**config.mk**
```make
export PLATFORM = sky130hd
export DESIGN_NAME = ulpi_tx_capture
export DESIGN_NICKNAME = d
export VERILOG_FILES = /design/src/rtl/ulpi_tx_capture.sv
export SDC_FILE = /design/constraint.sdc
export NUM_CORES = 1
export LEC_CHECK = 0
export BUFFER_PORTS_ARGS = -buffer_cell sky130_fd_sc_hd__buf_2
export CAP_MARGIN = 20
export CORE_MARGIN = 1.5
export CORE_UTILIZATION = 30
export CTS_CLUSTER_DIAMETER = 200
export DETAILED_ROUTE_END_ITERATION = 10
export PLACE_DENSITY_LB_ADDON = 0.05
export SYNTH_ARGS = -nofsm -noshare
export SYNTH_HDL_FRONTEND = slang
export SYNTH_SLANG_ARGS = --single-unit
```
**constraint.sdc**
```tcl
create_clock -name clk -period 1.1 [get_ports clk]
set_input_delay 0.22 -clock clk [delete_from_list [all_inputs] [get_ports clk]]
set_output_delay 0.22 -clock clk [all_outputs]
set_load 0.01 [all_outputs]
```
**src/rtl/ulpi_tx_capture.sv**
```systemverilog
// Link transmit payload capture: one-byte hold register so the byte preceding
// stp can be flagged as last; outputs are a registered one-cycle strobe.
module ulpi_tx_capture (
  input  logic       clk,
  input  logic       n_rst,
  input  logic       active,
  input  logic       stp,
  input  logic [7:0] link_data,
  output logic [7:0] tx_byte,
  output logic       tx_valid,
  output logic       tx_last
);

  logic [7:0] hold_q;
  logic       hold_valid_q;

  always_ff @(posedge clk or negedge n_rst) begin
    if (!n_rst) begin
      hold_q       <= 8'h00;
      hold_valid_q <= 1'b0;
      tx_byte      <= 8'h00;
      tx_valid     <= 1'b0;
      tx_last      <= 1'b0;
    end else begin
      tx_valid <= 1'b0;
      tx_last  <= 1'b0;
      if (active) begin
        // The bus byte in the stp cycle is not payload; only the held byte is flushed.
        if (hold_valid_q) begin
          tx_valid <= 1'b1;
          tx_byte  <= hold_q;
          tx_last  <= stp;
        end
        if (stp) begin
          hold_valid_q <= 1'b0;
        end else begin
          hold_q       <= link_data;
          hold_valid_q <= 1'b1;
        end
      end else begin
        hold_valid_q <= 1'b0;
      end
    end
  end

endmodule

```
==> results of run 1 <==
-- how the worst min path moves through the flow --
stage	end	slack (ps)	cells past startpoint
2_1_floorplan	hold_q[0]	-80	0
3_3_place_gp	hold_q[5]	190	1
3_5_place_dp	tx_byte[2]	180	1
4_1_cts	hold_q[5]	130	2
5_1_grt	hold_q[7]	120	2
6_report	hold_q[3]	140	2
-- repair_timing --
action                                  CTS  global route
buffers inserted                          0             0
resized for setup                         0             1
hold buffers                              1             0
endpoints found under the hold margin    19             0
endpoints found under the setup margin    0             7
-- state kept, by name (all words and copies together) (netlist names) --
register	count
hold_q	8
tx_valid	1
tx_last	1
hold_valid_q	1
tx_byte	8
-- stage by stage --
stage	area (um2)	setup TNS, ps	std cells
after CTS	915	0	94
after global routing	920	-3.19	94
after global placement	877	0	89
after detailed placement	877	0	89
final	920	0	94
after floorplan	737	0	40
-- cell families after synthesis --
| group | synth area share, % |
|---|---|
| buf+inv | 3.23 |
| simple gates | 3.74 |
| mux | 28.5 |
| flops | 64.5 |
-- per-layer routing --
layer  GRT usage (%)  routed length [um]
met2            15.2                 503
met4            3.85                  11
met5               0                   0
met3            5.14                  90
met1            12.2                 541
-- worst register-to-register path, cell delays in order (launching register included) --
cell,delay (ps)
dfrtp_1,420
nand2_4,140
mux2_2,350
-- cell type report --
type                    instances  area (um2)  area share [%]
clock buffers                   3        22.5            2.45
clock inverters                 1        5.00           0.544
inverters                       1        3.75           0.408
multi-input cells              19         243            26.4
flip-flops and latches         19         475            51.7
well taps                      28        35.0            3.81
repair buffers                 23         135            14.7
-- placed cells by master, fill, tap and decap left out, drive strengths merged --
cell / instances
buf: 22
dfrtp: 19
mux2: 16
clkbuf: 3
nand2: 1
inv: 1
and3: 1
nor2b: 1
clkinv: 1
dlygate4sd3: 1
-- power by group --
group / total [uW] / internal, uW / switching [uW]
sequential: 889 / 827 / 61.7
clock: 350 / 136 / 215
combinational: 342 / 206 / 136
total: 1580 / 1170 / 412
==> results.py, run 1 <==
metrics = {
    "critical_path": {
        "endpoint": "tx_byte[6]",
        "critical_path.startpoint": "tx_byte[6]",
        "crit_required_ps": 880,
        "rr_worst_depth": 2,
        "path_max_fanout": 2,
        "cp_data_arrival_time_ps": 850,
        "endpoint_kind": "output pin",
        "worstSetupPathType": "reg -> out",
        "cpPeakStageDelay_ps": 400,
        "regToRegSetupSlack_ps": 100,
        "reg2reg_from": "hold_valid_q",
        "critical-path-top-delay-family": "flip-flops",
        "r2r_end": "tx_byte[4]",
        "crit_chain": "buf_2",
        "cp_num_cells": 1,
        "crit_buf_inv": 1,
        "start_kind": "flop",
        "critPathSlowestCell": "dfrtp_1",
    },
    "global_routing": {
        "grt_pass1_vias": 389,
        "grt_max_degree": 20,
        "grt_usage_pct": 10.1,
        "gr-total-overflow": 0,
        "grt_pass1_wl_mm": 1.88,
        "grt_antenna_before_repair": 0,
    },
    "floorplan": {
        "rows": 17,
        "die_x_um": 52.6,
        "initial_core_util_pct": 32.4,
        "core_area_um2": 2280,
        "pin_count": 22,
        "dieArea_um2": 2760,
        "die_y_um": 52.6,
    },
    "drt": {
        "wl_per_cell_um": 12.2,
        "drt-initial-drc-count": 0,
        "avgViaCountPerCell": 4.27,
        "vias": 401,
        "first_pass_iters": 1,
        "drc_errors": 0,
        "drt_wl_total_mm": 1.15,
        "ant_nets": 0,
    },
    "synth": {
        "ys_warn_count": 0,
        "syn_nets": 52,
        "ys_seq_area_share_pct": 64.5,
        "synth_cell_types": 8,
        "synthTopCellsByCount": "dfrtp_1, mux2_2, mux2_4",
        "synth_ff_type": "dfrtp_1",
        "synth_top_area_share_pct": 64.5,
        "synth_top_area_cell": "dfrtp_1",
        "synth.most_common_cell": "dfrtp_1",
        "yosys-top-cells-area": "dfrtp_1, mux2_4, mux2_2, buf_12, nor2b_4",
        "syn_area_per_cell_um2": 18.4,
        "synth_edf_count": 0,
        "async_reset_ff_share_pct": 100,
        "ys_ff_latch": 19,
        "syn_inst": 40,
        "syn-cell-area_um2": 737,
    },
    "power": {
        "power.total_uw": 1580,
        "powerDensity_nw_per_um2": 1720,
        "p_leak_uw": 0.000471,
        "vdd_ir_drop_max_mv": 0.872,
    },
    "clock_network": {
        "htreeDepth": 1,
        "cts-root-buf": "clkbuf_4",
        "cts_tree": "built",
        "clock_sinks": 19,
        "cts_buffers": 3,
        "clockBufferDepth": 2,
        "clock_latency_ps": 300,
        "path_clk_slew_ps": 110,
    },
    "finish": {
        "fin_util_pct": 40.4,
        "diodes": 0,
        "fill_cells": 214,
        "nets": 79,
        "area_delta_synth_final_pct": 24.8,
        "final_layout_size_suffix_gt1_share_pct": 68.2,
    },
    "place": {
        "place.gp.congestion": 0.585,
        "dp_hpwl_um": 809,
        "post-place-ws_ps": 30.4,
        "io_buffers": 21,
    },
    "timing": {
        "fmax_ghz": 0.937,
        "whs_ps": 140,
        "setup_ws_ps": 32.9,
        "slew_viol_final": 0,
        "max_slew.worst_pin.slew_ps": 413,
        "fin_crit_ps": 1070,
        "setup-violations-final": 0,
        "fin_worst_skew_ps": 10.1,
        "relSlewSlack_pct": 72.4,
        "rsz0062_at_grt": "true",
        "hold_viol": 0,
        "finalCritPeriodShare_pct": 97.0,
    },
    "min_path": {
        "min_path_type": "in -> reg",
        "min-delay-start": "link_data[3]",
    },
    "job": {
        "drv_cap": 0,
    },
    "outcome": {
        "status": "complete, no violations",
    },
}
(Power assumes the default switching activity.)
==> inputs of run 2 (changes only) <==
Settings changed: ABC_AREA from default to 1.
==> run 2 against run 1 <==
Net effect: register-to-register slack improved by 20 ps; critical path depth is the same; utilization down 1.4 points; total power fell by 9.5%; first-iteration DRC count grew 13; clock power is essentially flat; fmax rose by 0.75%; combinational power is 32% lower; via count is 36% higher; sequential share of layout area is 1.8 points higher; clock skew fell by 8.9 ps.
==> results.py, run 2 <==
metrics = {
    "outcome": {
        "status": "complete, no violations",
    },
    "finish": {
        "nets": 113,
        "fill_cells": 242,
        "reg.largest.list": "hold_q (8), tx_byte (8)",
        "layout_commonest_cell": "nand2_1",
        "seqCellArea_um2": 475,
        "final_area_um2": 888,
        "diodes": 0,
        "area_delta_synth_final_pct": 19.7,
        "layout_common_cells": "nand2_1, buf_2, dfrtp_1",
        "multi_input_area_um2": 216,
        "final_layout_size_suffix_gt1_share_pct": 29.0,
    },
    "global_routing": {
        "grt_pass1_vias": 515,
        "grt_usage_pct": 12.4,
        "grt_antenna_before_repair": 0,
        "grt_max_degree": 20,
        "grt_pass1_wl_mm": 2.36,
        "gr-total-overflow": 0,
    },
    "drt": {
        "ant_nets": 0,
        "first_pass_iters": 3,
        "wl_per_cell_um": 11.2,
        "drt_wl_total_mm": 1.43,
        "drc_errors": 0,
        "avgViaCountPerCell": 4.27,
        "vias": 547,
        "drt-initial-drc-count": 13,
    },
    "timing": {
        "hold_viol": 0,
        "slew_viol_final": 0,
        "fmax_ghz": 0.944,
        "fin_worst_skew_ps": 1.17,
        "relSlewSlack_pct": 72.2,
        "finalCritPeriodShare_pct": 96.3,
        "max_slew.worst_pin.slew_ps": 417,
        "fin_crit_ps": 1060,
        "rsz0062_at_grt": "true",
        "setup-violations-final": 0,
        "setup_tns_ps": 0,
    },
    "critical_path": {
        "crit_required_ps": 880,
        "crit_chain": "buf_2",
        "endpoint_kind": "output pin",
        "cp_data_arrival_time_ps": 840,
        "crit_buf_inv": 1,
        "worstSetupPathType": "reg -> out",
        "critical-path-top-delay-family": "flip-flops",
        "cpPeakStageDelay_ps": 400,
        "critical_path.startpoint": "tx_byte[4]",
        "reg2reg_from": "hold_valid_q",
        "start_kind": "flop",
        "critPathSlowestCell": "dfrtp_1",
        "path_max_fanout": 2,
    },
    "power": {
        "powerDensity_nw_per_um2": 1610,
        "p_int_uw": 1030,
        "p_clk_share_pct": 24.5,
        "power.share.sequential_pct": 59.2,
        "comb_power_share_pct": 16.3,
        "p_sw_uw": 404,
        "switching_share_pct": 28.3,
        "vdd_ir_drop_max_mv": 0.743,
        "p_leak_uw": 0.000522,
    },
    "clock_network": {
        "cts_buffers": 3,
        "cts_setup_buffers": 0,
        "cts_resized": 0,
        "path_clk_slew_ps": 110,
        "htreeDepth": 1,
        "clockBufferDepth": 2,
        "clock_sinks": 19,
        "clock_latency_ps": 290,
        "cts_tree": "built",
        "cts-root-buf": "clkbuf_4",
    },
    "min_path": {
        "min_path_type": "in -> reg",
        "min-delay-start": "link_data[2]",
    },
    "synth": {
        "syn_nets": 88,
        "yosys-top-cells-area": "dfrtp_1, nand2_1, nand3_1, buf_12, nand2_2",
        "ys_ff_latch": 19,
        "synth_cell_types": 10,
        "ys_seq_area_share_pct": 64.1,
        "synth_top_area_share_pct": 64.1,
        "ys_warn_count": 0,
        "syn_area_per_cell_um2": 9.76,
        "syn-cell-area_um2": 742,
        "synth_top_area_cell": "dfrtp_1",
        "async_reset_ff_share_pct": 100,
        "syn_inst": 76,
        "synth_edf_count": 0,
        "synthTopCellsByCount": "nand2_1, dfrtp_1, nand3_1",
        "synth.most_common_cell": "nand2_1",
        "synth_ff_type": "dfrtp_1",
    },
    "floorplan": {
        "die_x_um": 52.7,
        "rows": 17,
        "dieArea_um2": 2780,
        "pin_count": 22,
        "die_y_um": 52.7,
        "initial_core_util_pct": 32.6,
        "core_area_um2": 2280,
    },
    "place": {
        "io_buffers": 21,
        "dp_hpwl_mm": 1.01,
        "place.gp.congestion": 0.684,
        "dpl_cell_area_um2": 851,
    },
    "job": {
        "drv_cap": 0,
    },
}
==> run 2: changes by cell type after synthesis, moves of 8 or more <==
cell,previous run,this run
nand2_1,0,32
mux2_4,8,0
mux2_2,8,0
nand3_1,0,16
==> run 2: metrics by stage <==
stage	hold WS [ps]	worst slack (ps)	total power [uW]	util, %	cells
after floorplan	-75.6	318	989	-	76
after global placement	187	159	1100	37.4	123
after detailed placement	184	124	1100	37.4	123
after CTS	132	16.9	1460	39.0	128
after global routing	144	-6.84	1530	39.0	128
final	146	40.8	1430	39.0	128
==> run 2: logic make-up after synthesis <==
kind of cell  share of synthesized area, %
simple gates                          29.2
flops                                 64.1
buf+inv                               6.75
==> run 2: power by group through the flow <==
stage	Sequential, uW	Clock (uW)	Combinational (uW)
finish	847	351	234
CTS	847	375	241
global route	858	401	271
global placement	863	0	234
floorplan	878	0	111
detailed placement	862	0	238
==> run 2: worst paths after layout <==
| path | endpoint | slack, ps | cells after the start |
|---|---|---|---|
| min reg2reg | tx_byte[5] | 480 | 2 |
| min in group asynchronous | tx_byte[5] | 380 | 2 |
| max | tx_byte[4] | 40 | 1 |
| min | hold_q[2] | 150 | 3 |
| max reg2reg | tx_byte[7] | 120 | 3 |
| max in group asynchronous | tx_byte[7] | 430 | 2 |
==> run 2: layer usage <==
| layer | part of all wire (%) | up-vias | track usage, % | wire length, um |
|---|---|---|---|---|
| met5 | 0 | - | 0 | 0 |
| li1 | - | 288 | - | - |
| met2 | 48 | 14 | 18.3 | 683 |
| met3 | 4.4 | 2 | 2.57 | 63 |
| met1 | 47 | 243 | 15.9 | 666 |
| met4 | 1.1 | 0 | 8.97 | 16 |
==> run 2: cell type report <==
class                      instances  area share (%)
timing repair buffer              23            13.8
sequential                        19            53.5
inverter                           3            1.27
clock buffer                       3            2.54
clock inverter                     1           0.563
tap                               28            3.94
multi-input combinational         51            24.4
==> run 2: repair_timing <==
action | CTS | global route
setup endpoints to repair | 0 | 1
hold endpoints to repair | 19 | 0
hold buffers | 1 | 0
==> inputs of run 3 (changes only) <==
Settings changed: BUFFER_PORTS_ARGS -buffer_cell sky130_fd_sc_hd__buf_2 to default, DONT_BUFFER_PORTS from default to 1.
==> run 3 against run 2 <==
Net effect: sequential power rose by 4.5%; critical path depth fell by 1; largest cell class unchanged; critical endpoint is now tx_byte[5]; largest power group unchanged; combinational power fell by 51%; via count fell by 11%; wire length fell by 4.1%; highest routed layer unchanged.
==> results.py, run 3 (synthesis gave the netlist of run 2 again) <==
metrics = {
    "outcome": {
        "status": "complete, no violations",
    },
    "timing": {
        "slew_viol_final": 0,
        "setup_tns_ps": 0,
        "hold_viol": 0,
        "finalCritPeriodShare_pct": 86.0,
        "fmax_ghz": 1.06,
        "rsz0062_at_grt": "false",
        "max_slew.worst_pin.slew_ps": 845,
        "fin_crit_ps": 946,
        "fin_worst_skew_ps": 6.63,
        "setup-violations-final": 0,
        "relSlewSlack_pct": 43.7,
    },
    "finish": {
        "stdcell_count": 106,
        "area_delta_synth_final_pct": 4.89,
        "fill_cells": 249,
        "layout_commonest_cell": "nand2_1",
        "nets": 91,
        "final_area_um2": 778,
        "reg.largest.list": "hold_q (8), tx_byte (8)",
        "diodes": 0,
        "layout_common_cells": "nand2_1, dfrtp_1, nand3_1",
        "final_layout_size_suffix_gt1_share_pct": 8.97,
    },
    "drt": {
        "avgViaCountPerCell": 4.61,
        "drc_errors": 0,
        "drt_wl_total_mm": 1.37,
        "drt-initial-drc-count": 7,
        "first_pass_iters": 4,
        "ant_nets": 0,
        "vias": 489,
        "wl_per_cell_um": 12.9,
    },
    "clock_network": {
        "cts_buffers": 3,
        "clock_sinks": 19,
        "cts_tree": "built",
        "clockBufferDepth": 2,
        "clock_latency_ps": 290,
        "cts_setup_buffers": 0,
        "path_clk_slew_ps": 100,
        "htreeDepth": 1,
        "cts-root-buf": "clkbuf_4",
    },
    "floorplan": {
        "die_y_um": 52.7,
        "core_area_um2": 2280,
        "initial_core_util_pct": 32.6,
        "die_x_um": 52.7,
        "rows": 17,
        "pin_count": 22,
        "dieArea_um2": 2780,
    },
    "global_routing": {
        "gr-total-overflow": 0,
        "top_usage_layer": "met2",
        "grt_pass1_vias": 506,
        "grt_usage_pct": 12.5,
        "grt_max_degree": 20,
        "grt_use_met3_pct": 6.00,
        "grt_pass1_wl_mm": 2.39,
        "grt_antenna_before_repair": 0,
        "use_met1_pct": 15.6,
        "grtUsageMet2_pct": 19.4,
    },
    "place": {
        "dpl.cell_count": 101,
        "dp_hpwl_um": 932,
        "dpl_cell_area_um2": 738,
        "place.gp.congestion": 0.667,
        "io_buffers": 0,
    },
    "critical_path": {
        "start_kind": "flop",
        "cp_data_arrival_time_ps": 730,
        "crit_required_ps": 880,
        "worstSetupPathType": "reg -> out",
        "endpoint_kind": "output pin",
        "path_max_fanout": 2,
    },
    "power": {
        "p_leak_uw": 0.000430,
        "vdd_ir_drop_max_mv": 0.715,
        "powerDensity_nw_per_um2": 1720,
        "power.total_uw": 1340,
    },
    "job": {
        "drv_cap": 0,
    },
    "min_path": {
        "min_path_type": "in -> reg",
    },
}
run 3: changes by cell type in the layout (fill, tap and decap cells not counted):
cell,delta
buf_4,-1
buf_2,-21
dlygate4sd3_1,-1
clkbuf_1,+1
dfrtp_1,-1
dlymetal6s4s_1,+1
dfrtp_2,+1
clkinv_2,-1
run 3: where the power goes:
part / switching [uW] / leakage, uW / total [uW] / internal (uW)
Sequential: 90.7 / 0.000240 / 885 / 794
Clock: 198 / 0.0000150 / 339 / 141
Combinational: 70.5 / 0.000175 / 115 / 44.9
Total: 359 / 0.000430 / 1340 / 980
run 3: cell type report:
cell class	count	area (um2)	area share, %
Sequential cell	19	477	61.3
Multi-Input combinational cell	51	216	27.8
Tap cell	28	35.0	4.50
Clock buffer	4	26.3	3.38
Timing Repair Buffer	1	12.5	1.61
Inverter	3	11.3	1.45
run 3: path summary, 6_finish.rpt:
check	start	endpoint	slack (ps)	cells after the start
min in group asynchronous	n_rst	tx_byte[5]	90	1
worst min-delay path	link_data[5]	hold_q[5]	60	2
worst max-delay path	tx_byte[5]	tx_byte[5]	150	0
worst min register to register	hold_q[3]	hold_q[3]	480	2
worst max register to register	hold_valid_q	tx_byte[1]	220	3
max in group asynchronous	n_rst	hold_valid_q	440	1
run 3: what timing repair did:
| item | CTS | global route |
|---|---|---|
| setup endpoints to repair | 0 | 21 |
| resized for setup | 0 | 2 |
| endpoints found under the hold margin | 19 | 0 |
| hold buffers | 1 | 0 |
run 3: per-stage QoR:
| step | hold WS (ps) | worst slack (ps) | util [%] |
|---|---|---|---|
| 2_1_floorplan | -75.6 | 318 | - |
| 3_3_place_gp | -75.1 | 153 | 32.4 |
| 5_1_grt | 42.3 | 103 | 34.2 |
| 4_1_cts | 40.5 | 27.4 | 34.0 |
| 6_report | 56.3 | 154 | 34.2 |
| 3_5_place_dp | -75.1 | 127 | 32.4 |
run 3: per-layer routing:
layer  vias to the layer above  wire (um)
li1                        245          -
met1                       224        695
met2                        18        591
met3                         2         72
met4                         0         13
met5                         -          0
